`src/rtl/fetch_sequencer_if.sv`:
```
// Fetch loop bundle: PC register, instruction memory and decode handshake.
// master = fetch_sequencer side, slave = PC register / memory / decode side.
interface fetch_sequencer_if;
  logic [31:0] PCResult;
  logic [31:0] Address;
  logic        IMemReq;
  logic [31:0] IMemAddr;
  logic        IMemAck;
  logic [31:0] IMemData;
  logic        InstrValid;
  logic        InstrReady;
  logic [31:0] Instruction;
  logic [31:0] InstrPC;
  logic        BranchTaken;
  logic [31:0] BranchTarget;
  logic        FetchError;

  modport master (
    input  PCResult, IMemAck, IMemData,
    input  InstrReady, BranchTaken, BranchTarget,
    output Address, IMemReq, IMemAddr,
    output InstrValid, Instruction, InstrPC,
    output FetchError
  );

  modport slave (
    output PCResult, IMemAck, IMemData,
    output InstrReady, BranchTaken, BranchTarget,
    input  Address, IMemReq, IMemAddr,
    input  InstrValid, Instruction, InstrPC,
    input  FetchError
  );
endinterface

```
`src/rtl/fetch_sequencer.sv`:
```
// Fetch loop sequencer: PC -> imem read -> decode handshake -> next PC.
// `define FETCH_TIMEOUT_EN adds a sticky fetch watchdog (ERROR state).
module fetch_sequencer #(
  parameter logic [31:0] RESET_VECTOR   = 32'h0000_0000,
  parameter int          TIMEOUT_CYCLES = 16
) (
  input  logic Clk,
  input  logic Reset,
  fetch_sequencer_if.master bus
);

  localparam logic [1:0] BOOT = 2'd0;
  localparam logic [1:0] REQ  = 2'd1;
  localparam logic [1:0] HOLD = 2'd2;
`ifdef FETCH_TIMEOUT_EN
  localparam logic [1:0] ERR  = 2'd3;
`endif

  if (TIMEOUT_CYCLES < 1) begin : g_bad_tmo
    $error("TIMEOUT_CYCLES must be at least 1");
  end

  logic [1:0]  state_q, state_d;
  logic [31:0] instr_q, instr_d;
  logic [31:0] ipc_q, ipc_d;
  logic [31:0] ptgt_q, ptgt_d;
  logic        pend_q, pend_d;
  logic [31:0] addr;
  logic [31:0] btgt;
  logic        tmo;

  assign btgt = bus.BranchTarget & ~32'h3;

`ifdef FETCH_TIMEOUT_EN
  localparam int CW = $clog2(TIMEOUT_CYCLES + 1);
  logic [CW-1:0] cnt_q, cnt_d;

  // Counts cycles spent in REQ without an ack; zero on any other cycle.
  assign tmo = (state_q == REQ) && !bus.IMemAck &&
               (cnt_q == CW'(TIMEOUT_CYCLES - 1));
  assign cnt_d = (state_q == REQ && !bus.IMemAck) ?
                 cnt_q + 1'b1 : '0;

  always_ff @(posedge Clk or negedge Reset) begin
    if (!Reset) cnt_q <= '0;
    else        cnt_q <= cnt_d;
  end

  assign bus.FetchError = (state_q == ERR);
`else
  assign tmo            = 1'b0;
  assign bus.FetchError = 1'b0;
`endif

  always_comb begin
    state_d = state_q;
    instr_d = instr_q;
    ipc_d   = ipc_q;
    pend_d  = pend_q;
    ptgt_d  = ptgt_q;
    addr    = bus.PCResult;
    unique case (state_q)
      BOOT: begin
        state_d = REQ;
        if (bus.BranchTaken) addr = btgt;
      end
      REQ: begin
        if (bus.IMemAck) begin
          // Redirected fetches drop the returned word and refetch.
          if (bus.BranchTaken) begin
            addr   = btgt;
            pend_d = 1'b0;
          end else if (pend_q) begin
            addr   = ptgt_q;
            pend_d = 1'b0;
          end else begin
            instr_d = bus.IMemData;
            ipc_d   = bus.PCResult;
            state_d = HOLD;
          end
        end else begin
          if (bus.BranchTaken) begin
            pend_d = 1'b1;
            ptgt_d = btgt;
          end
`ifdef FETCH_TIMEOUT_EN
          if (tmo) state_d = ERR;
`endif
        end
      end
      HOLD: begin
        if (bus.BranchTaken) begin
          addr    = btgt;
          state_d = REQ;
        end else if (bus.InstrReady) begin
          addr    = bus.PCResult + 32'd4;
          state_d = REQ;
        end
      end
      default: ;
    endcase
  end

  always_ff @(posedge Clk or negedge Reset) begin
    if (!Reset) begin
      state_q <= BOOT;
      instr_q <= '0;
      ipc_q   <= '0;
      pend_q  <= 1'b0;
      ptgt_q  <= '0;
    end else begin
      state_q <= state_d;
      instr_q <= instr_d;
      ipc_q   <= ipc_d;
      pend_q  <= pend_d;
      ptgt_q  <= ptgt_d;
    end
  end

  assign bus.Address     = Reset ? addr : RESET_VECTOR;
  assign bus.IMemReq     = (state_q == REQ);
  assign bus.IMemAddr    = bus.PCResult;
  assign bus.InstrValid  = (state_q == HOLD);
  assign bus.Instruction = instr_q;
  assign bus.InstrPC     = ipc_q;

endmodule

```
`src/flat_wrapper.sv`:
```
// flat-port wrapper written by rule: the top's interface ports become plain ports
module fetch_sequencer_flat 
#(
  parameter logic [31:0] RESET_VECTOR   = 32'h0000_0000,
  parameter int          TIMEOUT_CYCLES = 16
)
  (Clk, Reset, bus_PCResult, bus_IMemAck, bus_IMemData, bus_InstrReady, bus_BranchTaken, bus_BranchTarget, bus_Address, bus_IMemReq, bus_IMemAddr, bus_InstrValid, bus_Instruction, bus_InstrPC, bus_FetchError);
  fetch_sequencer_if bus_i ();
  input  logic Clk;
  input  logic Reset;
  input wire logic [$bits(bus_i.PCResult)-1:0] bus_PCResult;
  input wire logic [$bits(bus_i.IMemAck)-1:0] bus_IMemAck;
  input wire logic [$bits(bus_i.IMemData)-1:0] bus_IMemData;
  input wire logic [$bits(bus_i.InstrReady)-1:0] bus_InstrReady;
  input wire logic [$bits(bus_i.BranchTaken)-1:0] bus_BranchTaken;
  input wire logic [$bits(bus_i.BranchTarget)-1:0] bus_BranchTarget;
  output wire logic [$bits(bus_i.Address)-1:0] bus_Address;
  output wire logic [$bits(bus_i.IMemReq)-1:0] bus_IMemReq;
  output wire logic [$bits(bus_i.IMemAddr)-1:0] bus_IMemAddr;
  output wire logic [$bits(bus_i.InstrValid)-1:0] bus_InstrValid;
  output wire logic [$bits(bus_i.Instruction)-1:0] bus_Instruction;
  output wire logic [$bits(bus_i.InstrPC)-1:0] bus_InstrPC;
  output wire logic [$bits(bus_i.FetchError)-1:0] bus_FetchError;
  assign bus_i.PCResult = bus_PCResult;
  assign bus_i.IMemAck = bus_IMemAck;
  assign bus_i.IMemData = bus_IMemData;
  assign bus_i.InstrReady = bus_InstrReady;
  assign bus_i.BranchTaken = bus_BranchTaken;
  assign bus_i.BranchTarget = bus_BranchTarget;
  assign bus_Address = bus_i.Address;
  assign bus_IMemReq = bus_i.IMemReq;
  assign bus_IMemAddr = bus_i.IMemAddr;
  assign bus_InstrValid = bus_i.InstrValid;
  assign bus_Instruction = bus_i.Instruction;
  assign bus_InstrPC = bus_i.InstrPC;
  assign bus_FetchError = bus_i.FetchError;
  fetch_sequencer #(.RESET_VECTOR(RESET_VECTOR), .TIMEOUT_CYCLES(TIMEOUT_CYCLES)) u_core (.Clk(Clk), .Reset(Reset), .bus(bus_i));
endmodule
```
`config.mk`:
```
export PLATFORM = sky130hd
export DESIGN_NAME = fetch_sequencer_flat
export DESIGN_NICKNAME = d
export VERILOG_FILES = /design/src/rtl/fetch_sequencer_if.sv /design/src/rtl/fetch_sequencer.sv /design/src/flat_wrapper.sv
export SDC_FILE = /design/constraint.sdc
export NUM_CORES = 1
export LEC_CHECK = 0
export BUFFER_PORTS_ARGS = -buffer_cell sky130_fd_sc_hd__buf_4
export CAP_MARGIN = 20
export CORE_ASPECT_RATIO = 0.7
export CORE_UTILIZATION = 35
export CTS_CLUSTER_DIAMETER = 30
export CTS_CLUSTER_SIZE = 24
export DETAILED_ROUTE_END_ITERATION = 10
export HOLD_SLACK_MARGIN = 0.06
export PLACE_DENSITY_LB_ADDON = 0.3
export SYNTH_ARGS = -nofsm -noshare
export SYNTH_HDL_FRONTEND = slang
export SYNTH_SLANG_ARGS = --single-unit
export TNS_END_PERCENT = 10
```
`constraint.sdc`:
```
create_clock -name Clk -period 2.9 [get_ports Clk]
set_clock_uncertainty 0.2 [all_clocks]
set_input_delay 0.29 -clock Clk [delete_from_list [all_inputs] [get_ports Clk]]
set_output_delay 0.29 -clock Clk [all_outputs]
set_load 0.02 [all_outputs]
```
---- After elaboration in Yosys (flattened, before gate mapping) ----
Index checks and enable logic that the tools add are counted.
Widths: inputs -> output; s select.
word-level totals
  register bits ........................... 97
  bits of input ports ..................... 101
  output and inout bits ................... 131
  word-level logic and storage cells ...... 38
cells by class
  $add $sub $neg .......................... 1
  equality and inequality tests ........... 6
  multiplexer cells ....................... 16
  bitwise operators ....................... 3
  reduce and logical (&&, ||, !) cells .... 7
operators by type and width
  kind                   count
  $mux 32                7
  $pmux 32 s3            1
  $add 32x3->32 const B  1
  $mux 2                 5
  $ne 2x2->1 const B     3
  $pmux 2 s3             1
  $reduce_and 5->1       1
  $reduce_and 4->1       1
  $ne 3x3->1 const B     1
  $not 1->1              3
  $reduce_and 3->1       1
  $reduce_bool 3->1      1
  $eq 2x1->1 const B     1
  $eq 2x2->1 const B     1
  $logic_not 2->1        1
  $mux 1                 2
  $reduce_and 2->1       1
  $reduce_bool 2->1      1

---- Depth between registers and ports, before layout ----
  word-level depth ........................ 5
  mapped depth ............................ 8
  depth with buffers taken out ............ 6

---- Least setup slack after synthesis ----
No wires, ideal clock.
  path type ............................... reg-to-output
  start point ............................. reg u_core.state_q[1]
  end point ............................... out bus_Address[17]
  arrival ................................. 2,505 ps
  data required time ...................... 2,410 ps
  slack ................................... -95 ps
  stages on the path, launching flop included .. 8
  path buffers ............................ 1
  cell sequence ........................... dfrtp_1 > nand2b_1 > inv_1 > buf_2 > nand2_1 > o221ai_1 > a21oi_1 > a2111oi_0
on the way
  cells in the longest elaborated chain, start to end .. 3
  elaborated cells between the ends (all ways) .. 5
  those cells by class .................... eq/ne: 2; mux: 2; reduce/logical: 1
RTL lines
  item                    line                    text
  start, declared         fetch_sequencer.sv:23   logic [1:0] state_q, state_d;
  start signal, assigned  fetch_sequencer.sv:112  state_q <= state_d;
  $eq 2x1->1              -
  via bus_IMemReq         flat_wrapper.sv:18      output wire logic [$bits(bus_i.IMemReq)-1:0] bus_IMemReq;
  $pmux 32 s3             fetch_sequencer.sv:62   unique case (state_q)
  $mux 32                 fetch_sequencer.sv:120  assign bus.Address = Reset ? addr : RESET_VECTOR;
  end, declared           flat_wrapper.sv:17      output wire logic [$bits(bus_i.Address)-1:0] bus_Address;
The timed path passes the listed nets, and every way through them passes these cells.

---- Worst setup path in the final report ----
  start point ............................. reg u_core.state_q[0]
  end point ............................... out bus_Address[28]
on the way
  cells in the longest elaborated chain, start to end .. 3
  elaborated cells between the ends (all ways) .. 5
  those cells by class .................... eq/ne: 2; mux: 2; reduce/logical: 1
RTL lines
  item                                line
  $eq 2x2->1 (tied with other cells)  fetch_sequencer.sv:62
  $pmux 32 s3 *                       fetch_sequencer.sv:62
  $mux 32 *                           fetch_sequencer.sv:120
Every way passes the cells marked *; elsewhere a longest branch is shown, timed or not.

==> metrics <==
CTS tree=done; final non-filler cell total=1156; Final min period=2871 ps; VDD IR-drop max=457.3 uV; synthesized net count=721; initial antenna violation count=0; period utilisation layout=98.99%; Post-synth EDFFs=0; most instantiated cells after synthesis=dfrtp_1 (97), mux2_2 (92), nand2_1 (43); Max Root-Sink Buffers=2; placed cell count=1061; status=completed; Wirelength per Cell=19.25 um; number of remaining DRC errors=0; die height=113.2 um; register area=2429 sq um; io pins=232; fill count=1553; Sequential Power Share=39.0%; clock-pin slew on the worst setup and hold paths=70 ps; via/cell ratio=5.474; Hold Crit Class=in -> reg; die area=18210 sq um; Row Count=40; Routed Antenna Nets=0; area leader, netlist=dfrtp_1; Final HPWL DP=16140 um; nets@finish=1022; post-synthesis cell type count=76; Mapped Area=6182 sq um; placed instance area=8163 sq um; Setup violations, final=0; Design Area, Final=9299 sq um; clock sink total=97; FMAX=348.3 MHz; Comb pwr share=40.6%; Worst setup SP type=register; setup TNS=0 ps; asr flop ratio synth=100.0%; port buffer count=228; Crit Path Class=reg -> out; CP required=2410 ps; Crit Path Max Fanout=9; Hold Crit Depth=3; # Max-Cap Violations=0; final hold vios=0; Seq/Total Area, Yosys=39.26%; Synth Flop Type=dfrtp_1; Initial Util=35.91%; Slew @ Worst Pin=705.7 ps; Die X=160.9 um; Setup crit end kind=output port; Reg2Reg Depth=7; Final WS setup=29.19 ps; first-pass GRT wire length=34380 um; Area growth syn-to-layout=50.41%; Pre-antenna DRT Iters=5; vias in the first global route=6140; Leakage=4.303 nW; Yosys warnings=0; initial DRC count=399; Net Sw Frac=35.58%; Final Util=54.01%; Slew Limit Fails=0; most common cell in the netlist=dfrtp_1; unrepaired setup endpoints after global routing=true; Mean Syn Cell Area=9.987 sq um; Multi-input gate area=3244 sq um; Yosys reg bits=97; total core area=17220 sq um; overall routing resource usage=24.45%; routability cong.=0.8983; Pint=0.003845 W; total grt overflow=0; synthesized instance count=619; Slew HR=52.90%; total clock buffers created by CTS=9; largest net degree at the start of global routing=40; Area contributors post-synth=dfrtp_1 (39%), mux2_2 (17%), buf_4 (4.3%), nand2_1 (2.6%), o21ai_0 (2.6%); top cell type's share of synthesized area=39.26%; sw power=0.002124 W; H-tree Lvls=3; Clock power frac=20.4%; Post-Place Setup Slack=4.811 ps; vias=6328; Pwr per Cell Area=641.9 nW/um^2; CP arrival=2380 ps; layout cells sized above 1=46.49%; Clk Latency, worst-skew pair=360 ps; root buf cell=clkbuf_16; total wire length=22260 um; n_diodes=0
power groups by stage:
stage,Clock [W],Sequential [W],Combinational (W)
after floorplan,0,0.00280,0.000764
after global placement,0,0.00231,0.00231
after detailed placement,0,0.00233,0.00234
after CTS,0.00127,0.00231,0.00242
after global routing,0.00130,0.00240,0.00258
final,0.00122,0.00233,0.00242
layout by cell type (no fill, tap or decap), types with 3 or more instances in the layout:
master	n
clkbuf_16	9
dlygate4sd3_1	77
and2_1	4
nor3_1	7
nand3_1	11
a221o_1	3
o31ai_1	5
a21o_1	4
a32oi_1	3
o211ai_1	6
a31o_2	3
nor3b_1	4
nor4_4	3
a221oi_1	8
nand2b_1	6
mux2i_1	6
or3_1	3
a21oi_1	31
a22o_1	3
a22oi_1	7
o2bb2ai_1	3
inv_1	9
a31oi_1	15
nand4_1	15
a222oi_1	3
o22ai_1	13
mux2_2	92
o21ai_0	31
xor2_1	4
a211oi_1	3
nand2_1	42
and3_1	12
nor2_1	19
o21a_1	4
nor4_1	4
buf_4	290
dfrtp_1	96
repair_timing:
action                     CTS  global route
hold endpoints to repair   138             0
pin swaps                    0             1
setup buffers                2             0
gates resized for setup      4             9
cloned                       0             0
hold buffers                77             0
setup endpoints to repair   17            17
flip-flops by register name, summed over array words and instances (netlist names):
signal and cells:
u_core.ptgt_q 30, u_core.bus.Instruction 32, u_core.pend_q 1, u_core.bus.InstrPC 32, u_core.state_q 2
routing by layer:
layer / share of wire [%] / wire length (um) / global-route usage [%]
met2: 46 / 10250 / 38.88
met5: 0 / 0 / 0
met4: 1.0 / 227 / 5.660
met3: 8.4 / 1870 / 5.865
met1: 45 / 9907 / 33.53
worst max-delay path: stages (launching register included):
cell      delay (ps)
dfrtp_2          430
nand2b_1         170
inv_2            100
and2_1           300
a221oi_1         500
a21oi_1          120
o211a_1          240
buf_4            160
final cells by class:
cell class	instances	area share, %
sequential	97	26.12
timing repair buffer	369	32.13
inverter	13	0.5651
tap	231	3.108
clock buffer	10	2.570
clock inverter	6	0.6189
multi-input combinational	430	34.89
path summary, 6_finish.rpt:
check	slack, ps	end	startpoint
max reg2reg	730	u_core.ptgt_q[22]	u_core.state_q[1]
max	30	bus_Address[28]	u_core.state_q[0]
min in group asynchronous	170	u_core.bus.InstrPC[15]	Reset
min	100	u_core.bus.InstrPC[14]	bus_PCResult[14]
min reg2reg	290	u_core.bus.InstrPC[17]	u_core.bus.InstrPC[17]
max in group asynchronous	1380	u_core.bus.InstrPC[27]	Reset
cell families after synthesis:
kind of cell	count (synthesis)	synth area share (%)
compound gates	173	19.23
xor+xnor	6	0.8500
fa+ha+maj	1	0.2024
buf+inv	92	9.229
flops	97	39.26
mux	98	17.73
other cells	1	0.06066
simple gates	151	13.44
per-stage QoR:
step	total power [W]	hold slack [ps]
2_1_floorplan	0.003565	-205.6
3_3_place_gp	0.004614	7.498
3_5_place_dp	0.004669	4.569
4_1_cts	0.006004	90.10
5_1_grt	0.006283	120.3
6_report	0.005969	100.2
No activity file was read; power rests on OpenSTA's default activity.
